$ cat config.mk
export PLATFORM = sky130hd
export DESIGN_NAME = ub_drain
export DESIGN_NICKNAME = d
export VERILOG_FILES = /design/src/rtl/tpu_pkg.sv /design/src/rtl/ub_drain.sv
export SDC_FILE = /design/constraint.sdc
export NUM_CORES = 1
export LEC_CHECK = 0
export ABC_CLOCK_PERIOD_IN_PS = 1800
export CORE_AREA = 8 8 70 72
export CTS_CLUSTER_DIAMETER = 200
export DETAILED_ROUTE_END_ITERATION = 8
export DIE_AREA = 0 0 78 80
export PLACE_DENSITY = 0.72
export SYNTH_ARGS = -nofsm -noshare
export SYNTH_HDL_FRONTEND = slang
export SYNTH_SLANG_ARGS = --single-unit
$ cat constraint.sdc
create_clock -name clk -period 1.8 [get_ports clk]
set_input_delay 0.36 -clock clk [delete_from_list [all_inputs] [get_ports clk]]
set_output_delay 0.36 -clock clk [all_outputs]
set_load 0.02 [all_outputs]
$ cat src/rtl/tpu_pkg.sv
// Shared TPU definitions: default matrix geometry, data/address widths and the
// drain FSM state encoding.
package tpu_pkg;

   localparam int unsigned TPU_N      = 2;
   localparam int unsigned TPU_DATA_W = 8;
   localparam int unsigned TPU_ADDR_W = 13;

   typedef enum logic [2:0] {
      ST_IDLE,
      ST_READ,
      ST_WAIT,
      ST_SEND,
      ST_DONE
   } drain_state_t;

endpackage

$ cat src/rtl/ub_drain.sv
// Unified-buffer drain: reads an N*N result matrix row-major from the unified
// buffer and streams it to the host over a valid/ready interface.
module ub_drain
   import tpu_pkg::*;
#(
   parameter int unsigned N      = TPU_N,
   parameter int unsigned DATA_W = TPU_DATA_W,
   parameter int unsigned ADDR_W = TPU_ADDR_W
) (
   input  logic              clk,
   input  logic              reset,
   input  logic              start,
   input  logic [ADDR_W-1:0] base_addr,
   output logic              rd_en,
   output logic [ADDR_W-1:0] rd_addr,
   input  logic [DATA_W-1:0] rd_data,
   output logic              out_valid,
   input  logic              out_ready,
   output logic [DATA_W-1:0] out_data,
   output logic              out_last,
   output logic              busy,
   output logic              done
);

   // One spare bit keeps the width legal for N=1.
   localparam int unsigned IDX_W = $clog2(N * N) + 1;
   localparam logic [IDX_W-1:0] LAST_IDX = IDX_W'(N * N - 1);

   drain_state_t      r_state;
   drain_state_t      w_state_nxt;
   logic [IDX_W-1:0]  r_idx;
   logic [ADDR_W-1:0] r_base;
   logic [DATA_W-1:0] r_out_data;
   logic              w_is_last;
   logic              w_handshake;

   assign w_is_last   = (r_idx == LAST_IDX);
   assign w_handshake = (r_state == ST_SEND) && out_ready;

   always_ff @(posedge clk or negedge reset) begin
      if (!reset) begin
         r_state <= ST_IDLE;
      end else begin
         r_state <= w_state_nxt;
      end
   end

   always_ff @(posedge clk or negedge reset) begin
      if (!reset) begin
         r_idx      <= '0;
         r_base     <= '0;
         r_out_data <= '0;
      end else begin
         case (r_state)
            ST_IDLE: begin
               if (start) begin
                  r_base <= base_addr;
                  r_idx  <= '0;
               end
            end
            ST_WAIT: r_out_data <= rd_data;
            ST_SEND: begin
               if (out_ready && !w_is_last) begin
                  r_idx <= r_idx + 1'b1;
               end
            end
            default: ;
         endcase
      end
   end

   always_comb begin
      w_state_nxt = r_state;
      rd_en       = 1'b0;
      rd_addr     = '0;
      out_valid   = 1'b0;
      out_last    = 1'b0;
      busy        = 1'b1;
      done        = 1'b0;
      case (r_state)
         ST_IDLE: begin
            busy = 1'b0;
            if (start) begin
               w_state_nxt = ST_READ;
            end
         end
         ST_READ: begin
            rd_en       = 1'b1;
            // Address wraps naturally at ADDR_W bits.
            rd_addr     = r_base + ADDR_W'(r_idx);
            w_state_nxt = ST_WAIT;
         end
         ST_WAIT: begin
            w_state_nxt = ST_SEND;
         end
         ST_SEND: begin
            out_valid = 1'b1;
            out_last  = w_is_last;
            if (w_handshake) begin
               w_state_nxt = w_is_last ? ST_DONE : ST_READ;
            end
         end
         ST_DONE: begin
            done        = 1'b1;
            w_state_nxt = ST_IDLE;
         end
         default: begin
            w_state_nxt = ST_IDLE;
         end
      endcase
   end

   assign out_data = r_out_data;

endmodule

# [Word-level counts from Yosys, hierarchy flattened]
# Cells that the tools add are included.
[word_totals] inputBits=25 regBits=27 word_cells=35
[classes] muxes=13 add_sub_neg=2 eq_ne=8 reduce_logical=8
[ops] cell="$mux 3" n=5
[ops] cell="$add 13x3->13" n=1
[ops] cell="$mux 13" n=1
[ops] cell="$pmux 3 s4" n=1
[ops] cell="$eq 3x2->1 const B" n=3
[ops] cell="$pmux 3 s2" n=1
[ops] cell="$mux 1" n=5
[ops] cell="$ne 2x2->1 const B" n=2
[ops] cell="$reduce_and 2->1" n=2
[ops] cell="$add 3x1->3 const B" n=1
[ops] cell="$eq 3x1->1 const B" n=1
[ops] cell="$eq 3x3->1 const B" n=1
[ops] cell="$logic_not 3->1" n=1
[ops] cell="$reduce_and 3->1" n=1
[ops] cell="$logic_and 1x1->1" n=2
[ops] cell="$ne 2x1->1 const B" n=1
[ops] cell="$reduce_bool 2->1" n=1
[ops] cell="$logic_not 1->1" n=1

# [Longest topological paths before layout]
[logic_depth] ltp_word=5 depth_mapped=7 mapped_depth_nobuf=6

# [Worst setup path before layout]
# OpenSTA, ideal clock, no wires.
[synth_timing] path_type="register to output" start="register r_idx[0]" end="output rd_addr[12]" path_slack_ns=-0.346 arrival_ns=1.786 path_stages_with_launch=7 path_buffers=0 path_cell_list="dfrtp_1 ha_1 fa_1 a21o_1 nand3_4 o21ai_0 a21oi_1"
[synth_via] elab_chain_cells=2
[synth_lines] element="start, declared" line="ub_drain.sv:31" source="logic [IDX_W-1:0] r_idx;"
[synth_lines] element="start signal, assigned" line="ub_drain.sv:64" source="r_idx <= r_idx + 1'b1;"
[synth_lines] element="$add 13x3->13" line="ub_drain.sv:90" source="rd_addr = r_base + ADDR_W'(r_idx);"
[synth_lines] element="$mux 13" line="ub_drain.sv:80" source="case (r_state)"
[synth_lines] element="end, declared" line="ub_drain.sv:15" source="output logic [ADDR_W-1:0] rd_addr,"
# No other way between the ends.

# [Worst setup path after layout]
[layout_timing] start="register r_idx[0]" end="output rd_addr[2]"
# The elaborated chain is that of the path after synthesis.

==> impl_metrics.toml <==
[pwr]
peakVddDrop_v = 0.00105
clockPowerShare_pct = 7.0
power_frac_seq_pct = 23.0
switching_share_pct = 39.0
p_leak_nw = 1.15
p_sw_mw = 1.90
intPower_mw = 2.98
power.density_nw_per_um2 = 1820
combinationalPowerShare_pct = 70.0

[drt]
drcViolationCount = 0
drt_iter0_drc = 62
wl_per_cell_um = 15.3
dr_total_vias = 1383
drt_pre_antenna_iters = 4
ant_nets = 0
finalWirelength_um = 4300
via_per_inst = 4.92

[sta]
setup_viol = 17
slew_headroom_pct = 73.8
setup_slack_ns = -0.503
fin_crit_sh_pct = 128
max_freq_ghz = 0.434
finalHoldViolations = 0
skew_ns = 0.00131
holdWs_ns = 0.449
slew_violations = 0
min_period_ns = 2.30
finalSetupTns_ns = -5.78
rsz0062_at_grt = "true"
tightest_slew_ns = 0.393

[final_layout]
fill_cells = 300
area_growth_pct = 78.6
final_layout_size_suffix_gt1_share_pct = 56.7
multi_input_area_sq_um = 978
diodes = 0
register_area_sq_um = 676
nets = 263

[grt]
grt_pass1_vias = 1537
overflow = 0
grt_usage_pct = 13.6
grt_pass1_wl_um = 6980
antenna_found_initial = 0
grt_max_degree = 28

[logic_synthesis]
synth_fa_ha_area_share_pct = 5.49
yosysTopAreaCellShare_pct = 44.9
avgSynthCellArea_sq_um = 11.3
synth_fp_nets = 164
synth.area.top_cells = "dfrtp_1 45%, mux2_2 16%, ha_1 4.2%"
async_flop_share_pct = 100
synth.distinct_cells = 35
yosysWarnings = 0
synth.area.mux_share_pct = 17.1
synth_edf_count = 0
synth-compound-area-share_pct = 5.24
synth_top_family_by_area = "simple AND/OR/NAND/NOR gates"
synthTopCellsByCount = "27 x dfrtp_1, 22 x mux2_2, 16 x nor2_1, 7 x a21oi_1, 6 x nand2_1"
synth-seq-cells = 27
syn_inst = 133
ys_seq_area_share_pct = 44.9
synth_ff_type = "dfrtp_1"
synth_xor_area_share_pct = 5.24
synthSimpleGateAreaFrac_pct = 18.6
synth_area_sq_um = 1510
synth_top_cell_by_area = "dfrtp_1"
synthMostInstantiatedCell = "dfrtp_1"

[floorplan]
die_x_um = 78
dieArea_sq_um = 6240
initial_utilization_pct = 39.0
core_area_sq_um = 3860
num_rows = 23
io_pins = 51
die_y_um = 80

[placed_design]
place_hpwl_um = 3300
io_buffers = 50
place_ws_ns = -0.752
routabilityCongestion = 0.863

[run_status]
outcome = "finished with violations"
violations = "setup timing"

[setup_path]
start_kind = "flop"
cp_max_fo = 2
r2r-start = "r_idx[1]"
worstSetupPathType = "flop to output port"
reg2regPathDepth = 9
cp.required_ns = 1.44
worst_setup_path_end_kind = "output port"
rr_endpoint = "r_idx[1]"
reg2reg_slack_ns = -0.15
cp.arrival_ns = 1.94

[job]
cap_violations = 0

[clock_network]
path_clk_slew_ns = 0.09
insertion_delay_ns = 0.27
max-clock-path-buffers = 2
cts_made_buffers = 3
cts_sinks = 27
cts_tree = "built"
cts_root_buf = "clkbuf_8"
h-tree-depth = 1

[hold_path]
min_path_type = "primary input to async pin"
## registers in the layout, summed over array words and instances (netlist names)
signal,count
r_state,3
out_data,8
r_base,13
r_idx,3
## cell usage in the layout, fill, tap and decap left out, drive strengths merged
| cell | synthesis | layout |
|---|---|---|
| nor2 | 17 | 17 |
| and2 | 4 | 4 |
| nand2b | 2 | 2 |
| ha | 5 | 5 |
| or3b | 1 | 1 |
| a31oi | 1 | 1 |
| a21oi | 7 | 7 |
| a41o | 1 | 1 |
| a211oi | 2 | 2 |
| nand4b | 1 | 1 |
| clkdlybuf4s50 | 0 | 32 |
| nor3 | 1 | 1 |
| fa | 1 | 1 |
| mux2i | 1 | 1 |
| nor2b | 1 | 1 |
| inv | 3 | 3 |
| clkinvlp | 0 | 1 |
| clkbuf | 2 | 4 |
| nand3 | 2 | 2 |
| and3 | 3 | 3 |
| and4 | 1 | 1 |
| nand2 | 6 | 6 |
| or3 | 3 | 3 |
| xor2 | 4 | 4 |
| o21ai | 1 | 1 |
| xnor2 | 5 | 5 |
| dfrtp | 27 | 27 |
| nor4b | 1 | 1 |
| nand4 | 4 | 4 |
| buf | 3 | 66 |
| a21o | 1 | 1 |
| mux2 | 22 | 22 |
## what timing repair did
| item | 4_1_cts | 5_1_grt |
|---|---|---|
| gates resized for setup | 117 | 18 |
| buffers inserted | 11 | 4 |
| hold buffers | 0 | 0 |
| pin swaps | 23 | 13 |
| gates cloned | 0 | 0 |
| endpoints found under the setup margin | 20 | 19 |
| hold endpoints to repair | 0 | 0 |
## routing by layer
layer  vias to the layer above  track usage [%]  share of wire (%)
met4                         0             3.15              0.070
met5                         -                0                  0
met3                         2             4.39                8.6
li1                        667                -                  -
met1                       662             15.7                 40
met2                        52             24.1                 51
## cells by family (layout without fill, tap and decap cells)
| kind of cell | after synthesis | in the layout |
|---|---|---|
| compound gates | 13 | 13 |
| mux | 23 | 23 |
| flops | 27 | 27 |
| fa+ha+maj | 6 | 6 |
| buf+inv | 8 | 106 |
| simple gates | 47 | 47 |
| xor+xnor | 9 | 9 |
## area by class of cell
type                            instances  area share, %
Tap cell                               50           2.33
Clock buffer                            3           1.54
Multi-Input combinational cell         98           36.4
Inverter                                3          0.419
Sequential cell                        27           25.1
Clock inverter                          1          0.279
Timing Repair Buffer                   99           33.9
## metrics by stage
step                util, %  std cells  total power, mW  cell area, sq um
global route           69.7        281             5.21              2690
CTS                    66.9        278             4.65              2580
floorplan                 -        133             2.60              1560
global placement       61.2        263             3.74              2360
finish                 69.7        281             4.88              2690
detailed placement     61.2        263             3.85              2360
## critical path: stages, from the launching register on
cell     delay [ns]
dfrtp_1        0.39
ha_2           0.21
fa_2           0.35
buf_4          0.14
buf_6          0.10
buf_6          0.10
xnor2_1        0.16
nor2_1         0.06
buf_4          0.15
## worst max path at each step
stage | startpoint | endpoint | slack (ns) | cells after the start
after floorplan | r_idx[0] | rd_addr[12] | -0.19 | 6
after global routing | r_idx[0] | rd_addr[2] | -0.61 | 8
final | r_idx[0] | rd_addr[2] | -0.50 | 8
after CTS | r_base[0] | rd_addr[8] | -0.57 | 8
after detailed placement | r_base[0] | rd_addr[12] | -0.75 | 7
after global placement | r_base[0] | rd_addr[12] | -0.68 | 7
## power by group through the flow
stage                     registers, mW  clock network [mW]  logic [mW]
final                              1.12               0.344        3.41
after global routing               1.16               0.385        3.67
after CTS                          1.12               0.364        3.17
after detailed placement           1.13                   0        2.72
after global placement             1.11                   0        2.64
after floorplan                    1.26                   0        1.35
Power figures use the tool's default switching activity.
==> patch 1: new RTL, config.mk and constraints unchanged <==
Make the reset (`reset`) synchronous in 2 clocked blocks.
--- a/src/rtl/ub_drain.sv
+++ b/src/rtl/ub_drain.sv
@@ -37,7 +37,7 @@
    assign w_is_last   = (r_idx == LAST_IDX);
    assign w_handshake = (r_state == ST_SEND) && out_ready;
 
-   always_ff @(posedge clk or negedge reset) begin
+   always_ff @(posedge clk) begin
       if (!reset) begin
          r_state <= ST_IDLE;
       end else begin
@@ -45,7 +45,7 @@
       end
    end
 
-   always_ff @(posedge clk or negedge reset) begin
+   always_ff @(posedge clk) begin
       if (!reset) begin
          r_idx      <= '0;
          r_base     <= '0;
Behaviour: differs if reset is asserted again (counterexample within 4 cycles, from zero or initial values and one cycle with reset low); with reset held inactive, the same outputs for 10 cycles.
==> patch 1 against the unedited design <==
  * Die area unchanged
  * Global-route usage is 2.4 points higher
  * Worst setup slack better by 33 ps
  * Count of clock-buffer cells in the layout grew 1
  * Critical path type unchanged
  * The run still ends with negative setup slack left
  * Routed wire length grew 26%
  * Sequential share of layout area down 5.7 points
  * Sequential cell count did not move
  * Critical path depth did not move
  * Worst hold slack improved by 53 ps
  * Synthesized area is 1.9% higher
  * Final area rose by 5.5%
  * Critical endpoint unchanged
Power is left out: it rests on default switching activity, and per cell area and clock period it moved more than threefold.
==> patch 1: results (changes against the unedited design) <==
Synth cell count leaders - nand2_1, dfxtp_1, mux2i_1, a21boi_0, a21oi_1 (was dfrtp_1, mux2_2, nor2_1, a21oi_1, nand2_1)
Largest net degree at the start of global routing - 15 (was 28)
RePlAce Congestion - 0.7461 (was 0.8628)
Clock skew - 4.109 ps (was 1.312 ps)
Setup Viol. Count Final - 12 (was 17)
Slew HR - 66.70% (was 73.77%)
Mean area per synthesized cell - 8.522 sq um (was 11.32 sq um)
Post-synthesis compound-gate area fraction - 17.29% (was 5.237%)
Crit-path max FO - 3 (was 2)
Initial DRC count - 50 (was 62)
Reg2Reg Setup Slack - 50 ps (was -150 ps)
Largest cells by area after synthesis - dfxtp_1, nand2_1, mux2i_1 (was dfrtp_1, mux2_2, ha_1)
Global-route wire length before repair - 8231 um (was 6982 um)
Syn Nets - 211 (was 164)
Number of global-route vias before repair - 1784 (was 1537)
Xor and xnor area share after synthesis - 0.5710% (was 5.237%)
Setup slack after layout - -469.6 ps (was -503.0 ps)
Min-Delay Path Class - flip-flop to flip-flop (was input port to async pin)
# placed instances - 308 (was 263)
DR WL/cell - 16.74 um (was 15.30 um)
Final hold slack - 501.1 ps (was 448.5 ps)
Critical Path AT - 1910 ps (was 1940 ps)
Async set or reset register ratio after synthesis - 0% (was 100.0%)
Post-place instance area - 2549 sq um (was 2360 sq um)
DP Worst Slack - -663.2 ps (was -751.6 ps)
Synth Area in Adders - 5.383% (was 5.486%)
Proportion of synthesized area in mux cells - 8.483% (was 17.12%)
R2R depth - 6 (was 9)
Vias - 1723 (was 1383)
Failing checks - negative setup slack (unchanged)
Synth unique cells - 38 (was 35)
DPL Wire Length - 3802 um (was 3298 um)
Gr usage total - 16.05% (was 13.65%)
Detailed-route wire length - 5423 um (was 4299 um)
Outcome - complete, but fails checks (unchanged)
[patch 1: cell count changes in the layout (fill, tap and decap cells not counted), moves of 7 or more]
cell / change
nor2b_1: +7
nand2_1: +32
dfrtp_1: -27
dfxtp_1: +21
a21boi_0: +11
mux2i_1: +7
mux2_2: -21
nor2_2: -8
[patch 1: timing repair]
| action | in CTS | in global routing |
|---|---|---|
| setup endpoints to repair | 19 | 18 |
| setup buffers | 7 | 3 |
| gates resized for setup | 95 | 36 |
| pin swaps | 14 | 7 |
| gates cloned | 1 | 1 |
[patch 1: worst max path at each step]
stage	cells after the start	to	slack (ps)	startpoint
floorplan	4	rd_addr[11]	-60	r_idx[2]
global placement	6	rd_addr[10]	-640	r_base[0]
detailed placement	6	rd_addr[10]	-660	r_base[0]
CTS	7	rd_addr[12]	-510	r_idx[0]
global route	7	rd_addr[12]	-550	r_idx[0]
finish	8	rd_addr[2]	-470	r_idx[0]
[patch 1: final cells by class]
type,count,area [sq um]
timing repair inverter,1,6.256
tap,50,62.56
sequential,27,550.5
clock buffer,4,45.04
inverter,6,27.53
multi-input combinational,138,1249
fill,290,1021
timing repair buffer,98,894.6
[patch 1: critical path, stage by stage, from the launching register on]
cell and delay [ps]:
dfxtp_2 340, ha_4 160, fa_2 400, buf_4 160
buf_6 110, buf_6 110, xnor2_4 120, nor2_4 100
buf_6 120
[patch 1: kinds of logic after synthesis]
logic type,count (synthesis)
flops,27
fa+ha+maj,6
simple gates,80
buf+inv,16
mux,13
xor+xnor,1
compound gates,37
[patch 1: metal layers]
layer | share of wire [%] | global-route usage (%)
met4 | 3.6 | 7.037
met3 | 5.9 | 3.941
met2 | 54 | 30.08
met5 | 0 | 0
met1 | 36 | 16.56
==> patch 2: new RTL, same settings <==
Without the edit above. `TPU_ADDR_W`: 13 -> 14.
--- a/src/rtl/tpu_pkg.sv
+++ b/src/rtl/tpu_pkg.sv
@@ -4,7 +4,7 @@
 
    localparam int unsigned TPU_N      = 2;
    localparam int unsigned TPU_DATA_W = 8;
-   localparam int unsigned TPU_ADDR_W = 13;
+   localparam int unsigned TPU_ADDR_W = 14;
 
    typedef enum logic [2:0] {
       ST_IDLE,
Interface: changed (resized base_addr and rd_addr); port bits go from 51 to 53. The function was not compared with the original's and may differ.
==> patch 2 against the unedited design <==
  * Clock skew grew 5.4 ps
  * Critical path type unchanged
  * Sequential cell count grew 1
  * The run still ends with negative setup slack left
  * Routed wire length grew 29%
  * Largest cell class unchanged
  * Final area grew 9.1%
  * Synthesized cell count grew 11%
  * Worst setup slack lost 190 ps
  * Total power grew 5.8%
  * Synthesized area grew 3.5%
  * Critical path depth is the same
==> patch 2: results (changes against the unedited design) <==
Proportion of synthesized area in mux cells - 14.46% (was 17.12%)
Number of global-route vias before repair - 1609 (was 1537)
M3 GR Usage - 5.293% (was 4.392%)
Setup slack after layout - -689.2 ps (was -503.0 ps)
Origin of the critical flop-to-flop path - r_state[0] (was r_idx[1])
Finished Layout Cells - 299 (was 281)
DR WL/cell - 18.59 um (was 15.30 um)
Sum of negative setup slack - -7000 ps (was -5782 ps)
Leak - 1.199 nW (was 1.147 nW)
Resize count post-CTS - 110 (was 117)
Buffers, non-clock - 101 (was 99)
DPL Wire Length - 3624 um (was 3298 um)
Post-synthesis compound-gate area fraction - 8.916% (was 5.237%)
# placed instances - 281 (was 263)
Outcome - complete, but fails checks (unchanged)
Port Buffers - 52 (was 50)
Layout cell share with drive strength beyond 1 - 55.82% (was 56.71%)
Reg2Reg Setup Slack - 50 ps (was -150 ps)
Crit-path max FO - 4 (was 2)
Met2 wire length - 2846 um (was 2189 um)
Synth Register Bits - 28 (was 27)
Synth cell count leaders - dfrtp_1, mux2_2, nor2_1, inv_1, nand2_1 (was dfrtp_1, mux2_2, nor2_1, a21oi_1, nand2_1)
Initial DRC count - 76 (was 62)
NonClk Buf Share - 32.38% (was 33.89%)
Seq area share - 23.89% (was 25.14%)
Failing checks - negative setup slack (unchanged)
Max IR drop VDD - 908.4 uV (was 1048 uV)
Synth Area in Adders - 5.301% (was 5.486%)
Fillers - 255 (was 300)
GR Util met2 - 28.65% (was 24.06%)
Clock skew - 6.750 ps (was 1.312 ps)
DP Worst Slack - -893.0 ps (was -751.6 ps)
Post-CTS setup buffer count - 7 (was 11)
Via density - 5.120 (was 4.922)
Critical Path AT - 2130 ps (was 1940 ps)
Final hold slack - 458.1 ps (was 448.5 ps)
Setup Viol. Count Final - 14 (was 17)
==> patch 2: cell types whose count changed after synthesis, sizes merged, moves of 3 or more <==
cell,unedited run,this run
a2111oi,0,3
inv,3,10
o21ai,1,6
nor2,17,13
xor2,4,1
xnor2,5,8
nand2,6,10
==> patch 2: power by group <==
part / internal, W / leakage [nW] / total [W] / switching [W]
Clock: 0.000298 / 0.0357 / 0.000490 / 0.000193
Combinational: 0.00184 / 0.827 / 0.00354 / 0.00169
Sequential: 0.000932 / 0.337 / 0.00114 / 0.000205
Total: 0.00307 / 1.20 / 0.00516 / 0.00209
==> patch 2: worst register-to-register path, delay by kind of cell, from the launching register on <==
kind,cells,cell delay (ps)
DFF,1,390
and+or+nand+nor,2,600
buffers and inverters,2,300
muxes,1,350
==> patch 2: cells by family after synthesis <==
kind of cell | Yosys count
simple gates | 49
flops | 28
compound gates | 22
mux | 20
buf+inv | 14
xor+xnor | 9
fa+ha+maj | 6
